==> config.mk <==
export PLATFORM = sky130hd
export DESIGN_NAME = mem_access_stage_flat
export DESIGN_NICKNAME = d
export VERILOG_FILES = /design/src/rtl/mem_access_pkg.sv /design/src/rtl/mem_access_stage_if.sv /design/src/rtl/mem_access_stage_load_extend.sv /design/src/rtl/mem_access_stage.sv /design/src/flat_wrapper.sv
export SDC_FILE = /design/constraint.sdc
export NUM_CORES = 1
export LEC_CHECK = 0
export BUFFER_PORTS_ARGS = -buffer_cell sky130_fd_sc_hd__buf_2
export CAP_MARGIN = 15
export CELL_PAD_IN_SITES_DETAIL_PLACEMENT = 1
export CELL_PAD_IN_SITES_GLOBAL_PLACEMENT = 1
export CORE_AREA = 4 4 233 235
export CTS_BUF_LIST = sky130_fd_sc_hd__clkbuf_8
export CTS_CLUSTER_DIAMETER = 200
export DETAILED_ROUTE_END_ITERATION = 10
export DIE_AREA = 0 0 237 239
export PLACE_DENSITY = 0.69
export SYNTH_ARGS = -nofsm -noshare
export SYNTH_HDL_FRONTEND = slang
export SYNTH_SLANG_ARGS = --single-unit
==> constraint.sdc <==
create_clock -name clk -period 6.1 [get_ports clk]
set_input_delay 0.61 -clock clk [delete_from_list [all_inputs] [get_ports clk]]
set_output_delay 0.61 -clock clk [all_outputs]
set_load 0.05 [all_outputs]
==> src/rtl/mem_access_pkg.sv <==
// -----------------------------------------------------------------------------
// mem_access_pkg
// Shared types and helpers for the memory-access pipeline stage.
//   state_t     : stage FSM states (IDLE, WAIT)
//   SZ_*        : legal transfer byte counts
//   is_aligned  : natural-alignment test of an address against a byte count
// -----------------------------------------------------------------------------
package mem_access_pkg;

    typedef enum logic {
        IDLE = 1'b0,
        WAIT = 1'b1
    } state_t;

    localparam logic [3:0] SZ_B = 4'd1;
    localparam logic [3:0] SZ_H = 4'd2;
    localparam logic [3:0] SZ_W = 4'd4;
    localparam logic [3:0] SZ_D = 4'd8;

    // Only the low three address bits matter for alignment up to 8 bytes.
    // Sizes outside the legal set are reported as misaligned.
    function automatic logic is_aligned(input logic [2:0] addr, input logic [3:0] size);
        logic ok;
        case (size)
            SZ_B:    ok = 1'b1;
            SZ_H:    ok = (addr[0] == 1'b0);
            SZ_W:    ok = (addr[1:0] == 2'b00);
            SZ_D:    ok = (addr == 3'b000);
            default: ok = 1'b0;
        endcase
        return ok;
    endfunction

endpackage

==> src/rtl/mem_access_stage_if.sv <==
// -----------------------------------------------------------------------------
// mem_access_stage_if
// Bundles the execute-side inputs, the data-memory req/ack bus and the
// writeback outputs of the memory-access stage.
//   master : the stage itself (drives stall, mem_*, out_*)
//   slave  : the surrounding pipeline / memory model
// -----------------------------------------------------------------------------
interface mem_access_stage_if #(
    parameter int DATA_WIDTH = 64,
    parameter int ADDR_WIDTH = 64,
    parameter int REG_W      = 5
);
    // execute side
    logic                  in_valid;
    logic                  in_mem_read;
    logic                  in_mem_write;
    logic [3:0]            in_xfer_size;
    logic                  in_sign_ext;
    logic [ADDR_WIDTH-1:0] in_addr;
    logic [DATA_WIDTH-1:0] in_wdata;
    logic [DATA_WIDTH-1:0] in_mov;
    logic [REG_W-1:0]      in_rd;
    logic                  stall;

    // data memory
    logic                  mem_req;
    logic                  mem_we;
    logic [ADDR_WIDTH-1:0] mem_addr;
    logic [DATA_WIDTH-1:0] mem_wdata;
    logic [3:0]            mem_size;
    logic [DATA_WIDTH-1:0] mem_rdata;
    logic                  mem_ack;

    // writeback side
    logic                  out_valid;
    logic [DATA_WIDTH-1:0] out_alu;
    logic [DATA_WIDTH-1:0] out_mov;
    logic [DATA_WIDTH-1:0] out_load;
    logic [REG_W-1:0]      out_rd;
    logic                  out_fault;

    modport master (
        input  in_valid, in_mem_read, in_mem_write, in_xfer_size, in_sign_ext,
        input  in_addr, in_wdata, in_mov, in_rd,
        input  mem_rdata, mem_ack,
        output stall,
        output mem_req, mem_we, mem_addr, mem_wdata, mem_size,
        output out_valid, out_alu, out_mov, out_load, out_rd, out_fault
    );

    modport slave (
        output in_valid, in_mem_read, in_mem_write, in_xfer_size, in_sign_ext,
        output in_addr, in_wdata, in_mov, in_rd,
        output mem_rdata, mem_ack,
        input  stall,
        input  mem_req, mem_we, mem_addr, mem_wdata, mem_size,
        input  out_valid, out_alu, out_mov, out_load, out_rd, out_fault
    );

endinterface

==> src/rtl/mem_access_stage_load_extend.sv <==
// -----------------------------------------------------------------------------
// load_extend
// Combinational load formatter: keeps the low size*8 bits of the read data
// and sign- or zero-extends them to DATA_WIDTH.
//   rdata_i    : raw read data from memory
//   size_i     : byte count (1, 2, 4, 8)
//   sign_ext_i : 1 = sign-extend, 0 = zero-extend
//   data_o     : extended load value
// -----------------------------------------------------------------------------
module load_extend
    import mem_access_pkg::*;
#(
    parameter int DATA_WIDTH = 64
) (
    input  logic [DATA_WIDTH-1:0] rdata_i,
    input  logic [3:0]            size_i,
    input  logic                  sign_ext_i,
    output logic [DATA_WIDTH-1:0] data_o
);

    int   nbits;
    logic sign_bit;

    always_comb begin
        case (size_i)
            SZ_B:    nbits = 8;
            SZ_H:    nbits = 16;
            SZ_W:    nbits = 32;
            default: nbits = DATA_WIDTH;
        endcase
        // Sizes wider than the datapath never reach memory; clamp so the
        // index below stays in range regardless.
        if (nbits > DATA_WIDTH) begin
            nbits = DATA_WIDTH;
        end

        sign_bit = 1'b0;
        for (int i = 0; i < DATA_WIDTH; i++) begin
            if (i == nbits - 1) begin
                sign_bit = rdata_i[i];
            end
        end

        for (int i = 0; i < DATA_WIDTH; i++) begin
            data_o[i] = (i < nbits) ? rdata_i[i] : (sign_ext_i & sign_bit);
        end
    end

endmodule

==> src/rtl/mem_access_stage.sv <==
// -----------------------------------------------------------------------------
// mem_access_stage
// Variable-latency memory-access stage between execute and writeback.
// Non-memory ops pass through in one cycle; loads/stores are issued over a
// req/ack bus while upstream is stalled. Misaligned/illegal accesses and
// accesses that see no ack within TIMEOUT cycles complete with out_fault.
//   clk, reset : clock, synchronous active-high reset
//   bus        : mem_access_stage_if.master
//                in_*  execute-side op, stall back to execute
//                mem_* data-memory request / response
//                out_* registered writeback bundle (one-cycle out_valid)
// -----------------------------------------------------------------------------
module mem_access_stage
    import mem_access_pkg::*;
#(
    parameter int DATA_WIDTH = 64,
    parameter int ADDR_WIDTH = 64,
    parameter int REG_W      = 5,
    parameter int TIMEOUT    = 16
) (
    input  logic               clk,
    input  logic               reset,
    mem_access_stage_if.master bus
);

    localparam int               CNT_W    = $clog2(TIMEOUT);
    localparam logic [CNT_W-1:0] CNT_LAST = CNT_W'(TIMEOUT - 1);

    state_t                state_q,     state_d;
    logic [CNT_W-1:0]      cnt_q,       cnt_d;
    logic [ADDR_WIDTH-1:0] addr_q,      addr_d;
    logic [DATA_WIDTH-1:0] wdata_q,     wdata_d;
    logic [DATA_WIDTH-1:0] mov_q,       mov_d;
    logic [REG_W-1:0]      rd_q,        rd_d;
    logic [3:0]            size_q,      size_d;
    logic                  sext_q,      sext_d;
    logic                  we_q,        we_d;

    logic                  out_valid_q, out_valid_d;
    logic [DATA_WIDTH-1:0] out_alu_q,   out_alu_d;
    logic [DATA_WIDTH-1:0] out_mov_q,   out_mov_d;
    logic [DATA_WIDTH-1:0] out_load_q,  out_load_d;
    logic [REG_W-1:0]      out_rd_q,    out_rd_d;
    logic                  out_fault_q, out_fault_d;

    logic                  is_mem;
    logic                  size_ok;
    logic                  acc_fault;
    logic [DATA_WIDTH-1:0] ext_data;

    load_extend #(
        .DATA_WIDTH (DATA_WIDTH)
    ) u_load_extend (
        .rdata_i    (bus.mem_rdata),
        .size_i     (size_q),
        .sign_ext_i (sext_q),
        .data_o     (ext_data)
    );

    // Access legality of the op currently offered by execute. A doubleword
    // is only legal when the datapath is 64 bits wide.
    assign is_mem    = bus.in_mem_read | bus.in_mem_write;
    assign size_ok   = (bus.in_xfer_size == SZ_B) || (bus.in_xfer_size == SZ_H) ||
                       (bus.in_xfer_size == SZ_W) ||
                       ((bus.in_xfer_size == SZ_D) && (DATA_WIDTH == 64));
    assign acc_fault = is_mem && (!size_ok ||
                                  (bus.in_mem_read && bus.in_mem_write) ||
                                  !is_aligned(bus.in_addr[2:0], bus.in_xfer_size));

    always_comb begin
        state_d     = state_q;
        cnt_d       = cnt_q;
        addr_d      = addr_q;
        wdata_d     = wdata_q;
        mov_d       = mov_q;
        rd_d        = rd_q;
        size_d      = size_q;
        sext_d      = sext_q;
        we_d        = we_q;
        out_valid_d = 1'b0;
        out_alu_d   = out_alu_q;
        out_mov_d   = out_mov_q;
        out_load_d  = out_load_q;
        out_rd_d    = out_rd_q;
        out_fault_d = out_fault_q;

        case (state_q)
            IDLE: begin
                if (bus.in_valid) begin
                    addr_d  = bus.in_addr;
                    wdata_d = bus.in_wdata;
                    mov_d   = bus.in_mov;
                    rd_d    = bus.in_rd;
                    size_d  = bus.in_xfer_size;
                    sext_d  = bus.in_sign_ext;
                    we_d    = bus.in_mem_write;
                    if (is_mem && !acc_fault) begin
                        state_d = WAIT;
                        cnt_d   = '0;
                    end else begin
                        // Pass-through or rejected access: retire next cycle.
                        out_valid_d = 1'b1;
                        out_alu_d   = DATA_WIDTH'(bus.in_addr);
                        out_mov_d   = bus.in_mov;
                        out_rd_d    = bus.in_rd;
                        out_load_d  = '0;
                        out_fault_d = acc_fault;
                    end
                end
            end

            WAIT: begin
                // Ack on the last counted cycle still completes normally.
                if (bus.mem_ack) begin
                    state_d     = IDLE;
                    out_valid_d = 1'b1;
                    out_alu_d   = DATA_WIDTH'(addr_q);
                    out_mov_d   = mov_q;
                    out_rd_d    = rd_q;
                    out_load_d  = we_q ? '0 : ext_data;
                    out_fault_d = 1'b0;
                end else if (cnt_q == CNT_LAST) begin
                    state_d     = IDLE;
                    out_valid_d = 1'b1;
                    out_alu_d   = DATA_WIDTH'(addr_q);
                    out_mov_d   = mov_q;
                    out_rd_d    = rd_q;
                    out_load_d  = '0;
                    out_fault_d = 1'b1;
                end else begin
                    cnt_d = cnt_q + 1'b1;
                end
            end

            default: state_d = IDLE;
        endcase
    end

    always_ff @(posedge clk) begin
        if (reset) begin
            state_q     <= IDLE;
            cnt_q       <= '0;
            addr_q      <= '0;
            wdata_q     <= '0;
            mov_q       <= '0;
            rd_q        <= '0;
            size_q      <= '0;
            sext_q      <= 1'b0;
            we_q        <= 1'b0;
            out_valid_q <= 1'b0;
            out_alu_q   <= '0;
            out_mov_q   <= '0;
            out_load_q  <= '0;
            out_rd_q    <= '0;
            out_fault_q <= 1'b0;
        end else begin
            state_q     <= state_d;
            cnt_q       <= cnt_d;
            addr_q      <= addr_d;
            wdata_q     <= wdata_d;
            mov_q       <= mov_d;
            rd_q        <= rd_d;
            size_q      <= size_d;
            sext_q      <= sext_d;
            we_q        <= we_d;
            out_valid_q <= out_valid_d;
            out_alu_q   <= out_alu_d;
            out_mov_q   <= out_mov_d;
            out_load_q  <= out_load_d;
            out_rd_q    <= out_rd_d;
            out_fault_q <= out_fault_d;
        end
    end

    // The request is live for exactly the WAIT state; the captured operands
    // keep the bus stable until the access ends.
    assign bus.stall     = (state_q == WAIT);
    assign bus.mem_req   = (state_q == WAIT);
    assign bus.mem_we    = we_q;
    assign bus.mem_addr  = addr_q;
    assign bus.mem_wdata = wdata_q;
    assign bus.mem_size  = size_q;

    assign bus.out_valid = out_valid_q;
    assign bus.out_alu   = out_alu_q;
    assign bus.out_mov   = out_mov_q;
    assign bus.out_load  = out_load_q;
    assign bus.out_rd    = out_rd_q;
    assign bus.out_fault = out_fault_q;

endmodule

==> src/flat_wrapper.sv <==
// flat-port wrapper written by rule: the top's interface ports become plain ports
module mem_access_stage_flat import mem_access_pkg::*;
#(
    parameter int DATA_WIDTH = 64,
    parameter int ADDR_WIDTH = 64,
    parameter int REG_W      = 5,
    parameter int TIMEOUT    = 16
)
  (clk, reset, bus_in_valid, bus_in_mem_read, bus_in_mem_write, bus_in_xfer_size, bus_in_sign_ext, bus_in_addr, bus_in_wdata, bus_in_mov, bus_in_rd, bus_mem_rdata, bus_mem_ack, bus_stall, bus_mem_req, bus_mem_we, bus_mem_addr, bus_mem_wdata, bus_mem_size, bus_out_valid, bus_out_alu, bus_out_mov, bus_out_load, bus_out_rd, bus_out_fault);
  mem_access_stage_if #(.DATA_WIDTH(DATA_WIDTH), .ADDR_WIDTH(ADDR_WIDTH), .REG_W(REG_W)) bus_i ();
  input  logic clk;
  input  logic reset;
  input wire logic [$bits(bus_i.in_valid)-1:0] bus_in_valid;
  input wire logic [$bits(bus_i.in_mem_read)-1:0] bus_in_mem_read;
  input wire logic [$bits(bus_i.in_mem_write)-1:0] bus_in_mem_write;
  input wire logic [$bits(bus_i.in_xfer_size)-1:0] bus_in_xfer_size;
  input wire logic [$bits(bus_i.in_sign_ext)-1:0] bus_in_sign_ext;
  input wire logic [$bits(bus_i.in_addr)-1:0] bus_in_addr;
  input wire logic [$bits(bus_i.in_wdata)-1:0] bus_in_wdata;
  input wire logic [$bits(bus_i.in_mov)-1:0] bus_in_mov;
  input wire logic [$bits(bus_i.in_rd)-1:0] bus_in_rd;
  input wire logic [$bits(bus_i.mem_rdata)-1:0] bus_mem_rdata;
  input wire logic [$bits(bus_i.mem_ack)-1:0] bus_mem_ack;
  output wire logic [$bits(bus_i.stall)-1:0] bus_stall;
  output wire logic [$bits(bus_i.mem_req)-1:0] bus_mem_req;
  output wire logic [$bits(bus_i.mem_we)-1:0] bus_mem_we;
  output wire logic [$bits(bus_i.mem_addr)-1:0] bus_mem_addr;
  output wire logic [$bits(bus_i.mem_wdata)-1:0] bus_mem_wdata;
  output wire logic [$bits(bus_i.mem_size)-1:0] bus_mem_size;
  output wire logic [$bits(bus_i.out_valid)-1:0] bus_out_valid;
  output wire logic [$bits(bus_i.out_alu)-1:0] bus_out_alu;
  output wire logic [$bits(bus_i.out_mov)-1:0] bus_out_mov;
  output wire logic [$bits(bus_i.out_load)-1:0] bus_out_load;
  output wire logic [$bits(bus_i.out_rd)-1:0] bus_out_rd;
  output wire logic [$bits(bus_i.out_fault)-1:0] bus_out_fault;
  assign bus_i.in_valid = bus_in_valid;
  assign bus_i.in_mem_read = bus_in_mem_read;
  assign bus_i.in_mem_write = bus_in_mem_write;
  assign bus_i.in_xfer_size = bus_in_xfer_size;
  assign bus_i.in_sign_ext = bus_in_sign_ext;
  assign bus_i.in_addr = bus_in_addr;
  assign bus_i.in_wdata = bus_in_wdata;
  assign bus_i.in_mov = bus_in_mov;
  assign bus_i.in_rd = bus_in_rd;
  assign bus_i.mem_rdata = bus_mem_rdata;
  assign bus_i.mem_ack = bus_mem_ack;
  assign bus_stall = bus_i.stall;
  assign bus_mem_req = bus_i.mem_req;
  assign bus_mem_we = bus_i.mem_we;
  assign bus_mem_addr = bus_i.mem_addr;
  assign bus_mem_wdata = bus_i.mem_wdata;
  assign bus_mem_size = bus_i.mem_size;
  assign bus_out_valid = bus_i.out_valid;
  assign bus_out_alu = bus_i.out_alu;
  assign bus_out_mov = bus_i.out_mov;
  assign bus_out_load = bus_i.out_load;
  assign bus_out_rd = bus_i.out_rd;
  assign bus_out_fault = bus_i.out_fault;
  mem_access_stage #(.DATA_WIDTH(DATA_WIDTH), .ADDR_WIDTH(ADDR_WIDTH), .REG_W(REG_W), .TIMEOUT(TIMEOUT)) u_core (.clk(clk), .reset(reset), .bus(bus_i));
endmodule
# After elaboration in Yosys (flattened, before gate mapping)
# Cells that the tools add are included.
# word_totals
reg_bits	407
# op_classes
n_addsub	2
magnitude_cmp	65
eq_ne	77
n_mux	172
bitwise	4
n_reduce_logical	17
# ops
cell	count
$eq A7 B32 Y1 const A	32
$lt A7 B32 Y1 const A	32
$mux W64	13
$eq A6 B32 Y1 const A	16
$lt A6 B32 Y1 const A	16
$pmux W64 S2	3
$eq A5 B32 Y1 const A	8
$lt A5 B32 Y1 const A	8
$mux W1	140
$eq A4 B32 Y1 const A	4
$lt A4 B32 Y1 const A	4
$eq A3 B32 Y1 const A	2
$lt A3 B32 Y1 const A	2
$eq A2 B32 Y1 const A	1
$logic_not A32 Y1	1
$lt A1 B32 Y1 const A	1
$lt A2 B32 Y1 const A	1
$mux W32	1
$sub A32 B2 Y32 const B	1
$pmux W7 S3	1
$mux W5	4
$mux W4	4
$pmux W5 S2	1
$eq A4 B1 Y1 const B	2
22 further kinds	39

# Longest topological paths before layout
# Gate-level depths: netlist of run 1.
# logic_depth
depth_word	75
depth_mapped	11

# By module
# From an unflattened synthesis of run 1, not the netlist that was laid out.
# hier_totals
hier_cells	1838
area_unflattened_um2	15826.4
# by_module_without_submodules
module	instances	cells_per_inst	area_per_inst_um2	seq_area_each_um2
mem_access_stage	1	1667	14936.8	8147.8
load_extend	1	171	889.6	0.0

# Worst setup path before layout of run 1
# Ideal clock, no wire load.
# synth_timing
path_kind	register -> register
startpoint	register u_core.size_q[0] (netlist: u_core.bus.mem_size[0])
endpoint	register u_core.out_load_q[60] (netlist: u_core.bus.out_load[60])
arrival_time_ns	2.606
slack_ns	3.418
path_stages_with_launch	11
path_buffers	1
period_less_slack_ns	2.682
cell_sequence	dfxtp_1 -> xor2_1 -> a21oi_2 -> inv_1 -> ha_1 -> and3b_1 -> inv_1 -> nor3_1 -> o21ai_1 -> buf_2 -> a31oi_1
# synth_between
elab_chain_cells	75
# synth_rtl
element	line_no	rtl
from (decl)	mem_access_stage.sv:35	logic [3:0] size_q, size_d;
from (signal assigned)	mem_access_stage.sv:163	size_q <= size_d;
$eq A4 B3 Y1 (tied with other cells)	mem_access_stage_load_extend.sv:25	case (size_i)
$pmux W7 S3 *	mem_access_stage_load_extend.sv:25	
$gt A7 B7 Y1	mem_access_stage_load_extend.sv:33	if (nbits > DATA_WIDTH) begin
$mux W32 *	mem_access_stage_load_extend.sv:33	
$sub A32 B2 Y32	mem_access_stage_load_extend.sv:39	if (i == nbits - 1) begin
$logic_not A32 Y1	mem_access_stage_load_extend.sv:39	
$mux W1 (64 in a row)	mem_access_stage_load_extend.sv:39	
$and A1 B1 Y1	mem_access_stage_load_extend.sv:45	data_o[i] = (i < nbits) ? rdata_i[i] : (sign_ext_i & sign_bit);
$mux W1 *	mem_access_stage_load_extend.sv:45	
$mux W64 *	mem_access_stage.sv:120	out_load_d = we_q ? '0 : ext_data;
$mux W64 *	mem_access_stage.sv:114	if (bus.mem_ack) begin
$pmux W64 S2 *	mem_access_stage.sv:87	case (state_q)
to (signal assigned)	mem_access_stage.sv:169	out_load_q <= out_load_d;
to (decl)	mem_access_stage.sv:42	logic [DATA_WIDTH-1:0] out_load_q, out_load_d;
# Every way passes the cells marked *; elsewhere a longest branch is shown, timed or not.
# A chain may end at the register's enable or synchronous reset.

# Worst setup path after layout of run 1
# layout_timing
startpoint	register u_core.state_q (netlist: u_core.bus.mem_req)
endpoint	register u_core.out_alu_q[58] (netlist: u_core.bus.out_alu[58])
# layout_between
elab_chain_cells	3
# layout_rtl
element	line_no	rtl
from (decl)	mem_access_stage.sv:29	state_t state_q, state_d;
from (signal assigned)	mem_access_stage.sv:157	state_q <= state_d;
$not A1 Y1 (no source line)	n/a	
$ne A2 B2 Y1 (no source line)	n/a	
$reduce_and A3 Y1 (no source line)	n/a	
to (signal assigned)	mem_access_stage.sv:167	out_alu_q <= out_alu_d;
to (decl)	mem_access_stage.sv:40	logic [DATA_WIDTH-1:0] out_alu_q, out_alu_d;
# Parallel ways exist; a longest one is shown, timed or not.

==> reports/results.ini, run 1 <==
[global_routing]
grt_pass1_vias = 16377
overflow = 0
antenna_found_initial = 12
track_usage = 0.211
grt_first_pass_wirelength_um = 96200
grt_max_degree = 201

[synth]
syn_nets = 2128
syn_avg_cell_area_um2 = 8.86
synth_area_leader_cell = dfxtp_1
ys_seq_elements = 407
yosys_warnings = 0
yosysTopAreaCellShare = 0.497
synth-edff-count = 0
synth_ff_type = dfxtp_1
yosysSeqAreaShare = 0.497
synth.cell_area_mm2 = 0.0164
yosysUniqueCellTypes = 52
yosys-top-cells-area = dfxtp_1 (50%), a21oi_1 (11%), nand2_1 (11%), mux2i_1 (8.3%), a211oi_2 (5.3%)
synthArstFlopShare = 0
postSynthCellCount = 1851

[clocking]
clock_latency_ns = 0.65
clock-sinks = 407
cts_tree = yes
clockRootBuffer = clkbuf_8
cts.path.max_buffers = 3
post_cts_buffers = 0
cts.repair.resized = 0
cts_buffers = 76
cts.clk_slew.worst_paths_ns = 0.06
postCtsHoldBufs = 0
htree_levels = 3

[placed_design]
gp_congestion = 0.863
dp.cells = 2987
portBuffers = 605
post-dp-hpwl_um = 42400

[sta]
fin_crit_sh = 0.580
finalClockSkew_ns = 0.0341
rsz0062_at_grt = false
worst_pin_slew_ns = 1.28
max_freq_mhz = 283
period_minus_slack_ns = 3.54
holdWs_ns = 0.192
slew_headroom = 0.149
slew_viol_final = 0
hold_viol_final = 0
tns_ns = 0
setup_violations = 0

[min_path]
min_path_type = in -> reg

[finish]
final_nets = 2654
fill_cells = 6347
multi_input_area_mm2 = 0.00753
layout.cells.non_filler = 3129
drive_above_1_share = 0.340
areaGrowthSynthToFinish_pct = 30.1
layout.area.seq_mm2 = 0.00815

[setup_path]
cp.required_ns = 6.62
end_kind = flip-flop
path_max_fanout = 81
path_class = reg -> reg
start_kind = flip-flop
cp_data_arrival_time_ns = 4.05

[run_status]
status = finished, final reports clean

[route]
wl_um = 63500
avgRoutedWirePerCell_um = 20.3
post-route-drc-count = 0
firstDrtPassIters = 5
vias_per_cell = 5.04
vias = 15765
drtIter0Drc = 766
final_antenna_net_count = 0

[floorplanning]
dieArea_mm2 = 0.0566
coreArea_mm2 = 0.0522
rows = 84
ios = 606
start_util = 0.314
die_w_um = 237
die_h_um = 239

[power_and_ir_drop]
ir_drop_uv = 216
p_per_area_mw_per_mm2 = 324
power.leakage_uw = 0.00907

[flow_run]
maxCapViolCount = 0

-- layout make-up --
cell class	count	share of cell area
inverters	4	0.000704
multi-input cells	1268	0.353
well taps	688	0.0404
clock inverters	35	0.00886
diodes	10	0.00117
clock buffers	97	0.0626
repair buffers	620	0.151
flip-flops and latches	407	0.382
-- critical path: stages, from the launching register on --
cell and delay [ns]:
dfxtp_4 0.90, inv_1 0.31, nor3b_4 0.97, buf_4 0.43, nor2_4 0.08, buf_12 0.24, a211oi_1 0.32
-- registers in the layout, indices dropped and copies added (netlist names) --
signal                cells
u_core.cnt_q              4
u_core.sext_q             1
u_core.bus.out_valid      1
u_core.bus.out_rd         5
u_core.bus.mem_addr      64
u_core.bus.out_mov       64
u_core.bus.out_fault      1
u_core.rd_q               5
u_core.bus.mem_wdata     64
u_core.bus.mem_we         1
u_core.bus.out_alu       64
u_core.bus.mem_req        1
u_core.bus.mem_size       4
u_core.bus.out_load      64
u_core.mov_q             64
-- cells by family (layout without fill, tap and decap cells) --
kind of cell / count (synthesis) / in the layout / share of synthesized area
AO/OA/AOI/OAI: 615 / 615 / 0.241
XOR/XNOR: 6 / 6 / 0.00320
adder cells (fa/ha/maj): 5 / 5 / 0.00381
buffers and inverters: 176 / 756 / 0.0460
flip-flops: 407 / 407 / 0.497
multiplexers: 139 / 139 / 0.0851
other: 1 / 11 / 0.000229
AND/OR/NAND/NOR: 502 / 502 / 0.124
-- metrics by stage --
step	utilization	instance area [um2]	total power (uW)	setup WS, ns
5_1_grt	0.408	21300	7260	2.34
4_1_cts	0.408	21300	7020	2.55
3_5_place_dp	0.379	19800	4330	2.57
6_report	0.408	21300	6920	2.56
2_1_floorplan	-	16400	3910	3.42
3_3_place_gp	0.379	19800	4300	2.71
-- routing by layer --
metal  wire (um)  share of wire  track usage  up-vias
met1       26000           0.41        0.248     7675
li1            -              -            -     7529
met2       31800           0.50        0.362      444
met3        4170          0.066       0.0689      111
met5          28        0.00044            0        -
met4        1570          0.025       0.0727        6
-- Yosys cell counts, types with 2 or more instances --
master	instances
a211oi_1	63
a211oi_2	70
a21oi_1	363
a21oi_2	2
a31oi_1	40
and3b_1	2
buf_1	2
buf_2	18
buf_4	3
buf_6	8
clkbuf_1	141
dfxtp_1	407
ha_1	5
inv_1	3
mux2_2	3
mux2i_1	136
nand2_1	459
nand2b_1	6
nand3_1	4
nand3b_1	3
nand4_1	2
nor2_1	6
nor2_2	2
nor3_1	6
nor4b_1	2
o21ai_0	47
o21ai_1	4
o2bb2ai_1	16
xnor2_1	2
xor2_1	4
-- cell usage in the layout, fill, tap and decap left out, types with 16 or more instances in the layout --
master,instances
a211oi_1,63
a211oi_2,70
a21oi_1,363
a31oi_1,40
buf_2,604
clkbuf_8,97
dfxtp_1,406
inv_1,24
mux2i_1,136
nand2_1,459
o21ai_0,47
o2bb2ai_1,16
-- report_power, final --
part / switching (uW) / internal, uW
combinational: 985 / 349
sequential: 99.5 / 2830
clock: 1190 / 1470
-- final timing paths --
check,startpoint,end,slack [ns],cells after the start
min reg2reg,u_core.bus.mem_wdata[40],u_core.bus.mem_wdata[40],0.45,2
min,reset,u_core.bus.mem_addr[13],0.19,2
max reg2reg,u_core.bus.mem_req,u_core.bus.out_alu[58],2.56,6
max,u_core.bus.mem_req,u_core.bus.out_alu[58],2.56,6
(Power assumes the default switching activity.)
==> run 2: changes to the inputs <==
Settings changed: CORE_AREA 4 4 233 235 to 4 4 232 234, DIE_AREA 0 0 237 239 to 0 0 236 238, PLACE_DENSITY 0.69 to 0.73.
Clock period 6.1 ns to 2.9 ns, I/O delays scaled along.
==> run 2 against run 1 <==
Effect of this change: count of clock-buffer cells in the layout shrank 1; non-clock buffer count grew 284; maximum frequency grew 32%.
==> reports/results.ini, run 2 (synthesized netlist as in run 1, its figures left out) <==
[power_and_ir_drop]
intPower_uw = 10300  ; was 4650 uW
pwr-share-comb = 0.211  ; was 0.193
p_per_area_mw_per_mm2 = 628  ; was 324 mW/mm2
power.leakage_uw = 0.0103  ; was 0.00907 uW
power.switching_uw = 4980  ; was 2270 uW
p_clk_frac = 0.384  ; about the same
fin_total_pwr_uw = 15200  ; was 6920 uW
ir_drop_uv = 379  ; was 216 uV
pwr-share-seq = 0.405  ; was 0.423
switching_share = 0.327  ; was 0.329

[global_routing]
grt_max_degree = 110  ; was 201
grt_first_pass_wirelength_um = 111000  ; was 96200 um
antenna_found_initial = 7  ; was 12
track_usage = 0.245  ; was 0.211
grt_pass1_vias = 19413  ; was 16377
overflow = 0  ; unchanged

[clocking]
cts_buffers = 73  ; was 76
post_cts_buffers = 0  ; unchanged
cts.clk_slew.worst_paths_ns = 0.06  ; about the same
htree_levels = 3  ; unchanged
cts_tree = yes  ; unchanged
clock-sinks = 407  ; unchanged
clockRootBuffer = clkbuf_8  ; unchanged
cts.path.max_buffers = 3  ; unchanged
clock_latency_ns = 0.62  ; was 0.65 ns

[finish]
layout.cells.non_filler = 3408  ; was 3129
postLayoutCellArea_mm2 = 0.0243  ; was 0.0213 mm2
drive_above_1_share = 0.310  ; was 0.340
layout.area.seq_mm2 = 0.00815  ; unchanged
fin_util = 0.466  ; was 0.408
areaGrowthSynthToFinish_pct = 47.9  ; was 30.1%
final_nets = 2935  ; was 2654
multi_input_area_mm2 = 0.00754  ; was 0.00753 mm2
final_common_cell = buf_2  ; unchanged
mostFrequentLayoutCells = buf_2 (604), nand2_1 (459), dfxtp_1 (406)  ; unchanged
fill_cells = 6127  ; was 6347

[setup_path]
cp_data_arrival_time_ns = 3.21  ; was 4.05 ns
max_stage_delay_ns = 0.35  ; was 0.97 ns
slowest_stage = dfxtp_1  ; was nor3b_4
path_common_cell = ha_1
setup.worst_path.start = u_core.bus.mem_size[3]  ; was u_core.bus.mem_req
worstPathCellList = nor2_2 > nand3b_2 > ha_1 > nand3_1 > ha_1 > and3b_1 > inv_1 > nor4b_4 > o21ai_2 > buf_4 > a31oi_1  ; was inv_1 > nor3b_4 > buf_4 > nor2_4 > buf_12 > a211oi_1
start_kind = flip-flop  ; unchanged
path_max_fanout = 32  ; was 81
path_class = reg -> reg  ; unchanged
r2r-start = u_core.bus.mem_size[3]  ; was u_core.bus.mem_req
cp.required_ns = 3.43  ; was 6.62 ns
end_kind = flip-flop  ; unchanged

[sta]
hold_viol_final = 0  ; unchanged
worst_pin_slew_ns = 1.05  ; was 1.28 ns
setup_violations = 0  ; unchanged
slew_headroom = 0.299  ; was 0.149
tns_ns = 0  ; unchanged
max_freq_mhz = 373  ; was 283 MHz
slew_viol_final = 0  ; unchanged
fin_crit_sh = 0.923  ; was 0.580
finalClockSkew_ns = 0.0282  ; was 0.0341 ns
rsz0062_at_grt = false  ; unchanged
period_minus_slack_ns = 2.68  ; was 3.54 ns

[min_path]
hp-start = reset  ; unchanged
min_path_type = in -> reg  ; unchanged

[placed_design]
portBuffers = 605  ; unchanged
dpl_cell_area_mm2 = 0.0200  ; was 0.0198 mm2
dp.cells = 3004  ; was 2987
gp_congestion = 0.870  ; was 0.863
post-dp-hpwl_um = 43300  ; was 42400 um

[floorplanning]
die_w_um = 236  ; was 237 um
ios = 606  ; unchanged
rows = 84  ; unchanged
coreArea_mm2 = 0.0520  ; was 0.0522 mm2
die_h_um = 238  ; was 239 um
dieArea_mm2 = 0.0562  ; was 0.0566 mm2
start_util = 0.315  ; was 0.314

[route]
final_antenna_net_count = 0  ; unchanged
wl_um = 73000  ; was 63500 um
vias_per_cell = 5.15  ; was 5.04
post-route-drc-count = 0  ; unchanged
vias = 17566  ; was 15765
firstDrtPassIters = 5  ; unchanged
drtIter0Drc = 830  ; was 766
avgRoutedWirePerCell_um = 21.4  ; was 20.3 um

[run_status]
status = finished, final reports clean  ; unchanged

[flow_run]
maxCapViolCount = 0  ; unchanged

run 2: final cells by class:
cell class | instances | area share
Antenna cell | 8 | 0.000825
Clock buffer | 96 | 0.0545
Clock inverter | 33 | 0.0103
Inverter | 4 | 0.000619
Multi-Input combinational cell | 1268 | 0.311
Sequential cell | 407 | 0.336
Tap cell | 688 | 0.0355
Timing Repair Buffer | 904 | 0.252
run 2: critical path: cells and delay by family, from the launching register on:
kind / cells / cell delay, ns
AOI/OAI and AO/OA: 2 / 0.32
and+or+nand+nor: 5 / 1.12
buffers and inverters: 2 / 0.33
DFF: 1 / 0.35
adders and majority gates: 2 / 0.46
run 2: repair_timing:
action	4_1_cts	5_1_grt
setup endpoints to repair	0	31
hold buffers	267	0
gates resized for setup	0	1
hold endpoints to repair	355	0
run 2: worst paths after layout:
path         slack, ns                 endpoint  depth (start not counted)
max               0.22  u_core.bus.out_load[35]                         11
min               0.11  u_core.bus.mem_addr[18]                          2
max reg2reg       0.22  u_core.bus.out_load[35]                         11
min reg2reg       0.46         u_core.mov_q[12]                          2
run 2: through the flow:
step | hold slack (ns) | worst slack [ns]
after detailed placement | 0.441 | 0.207
final | 0.110 | 0.222
after CTS | 0.0411 | 0.149
after floorplan | 0.406 | 0.218
after global routing | 0.0902 | 0.0254
after global placement | 0.438 | 0.259
run 2: power groups by stage:
stage          clock network, uW  registers, uW  logic [uW]
2_1_floorplan                  0           7270         952
3_3_place_gp                   0           6250        2800
3_5_place_dp                   0           6270        2860
4_1_cts                     5970           6150        3160
5_1_grt                     6290           6210        3380
6_report                    5860           6170        3210
run 2: metal layers:
metal	global-route usage	wire, um
met1	0.267	27500
met2	0.429	36500
met3	0.0665	4830
met4	0.144	4190
met5	0	0
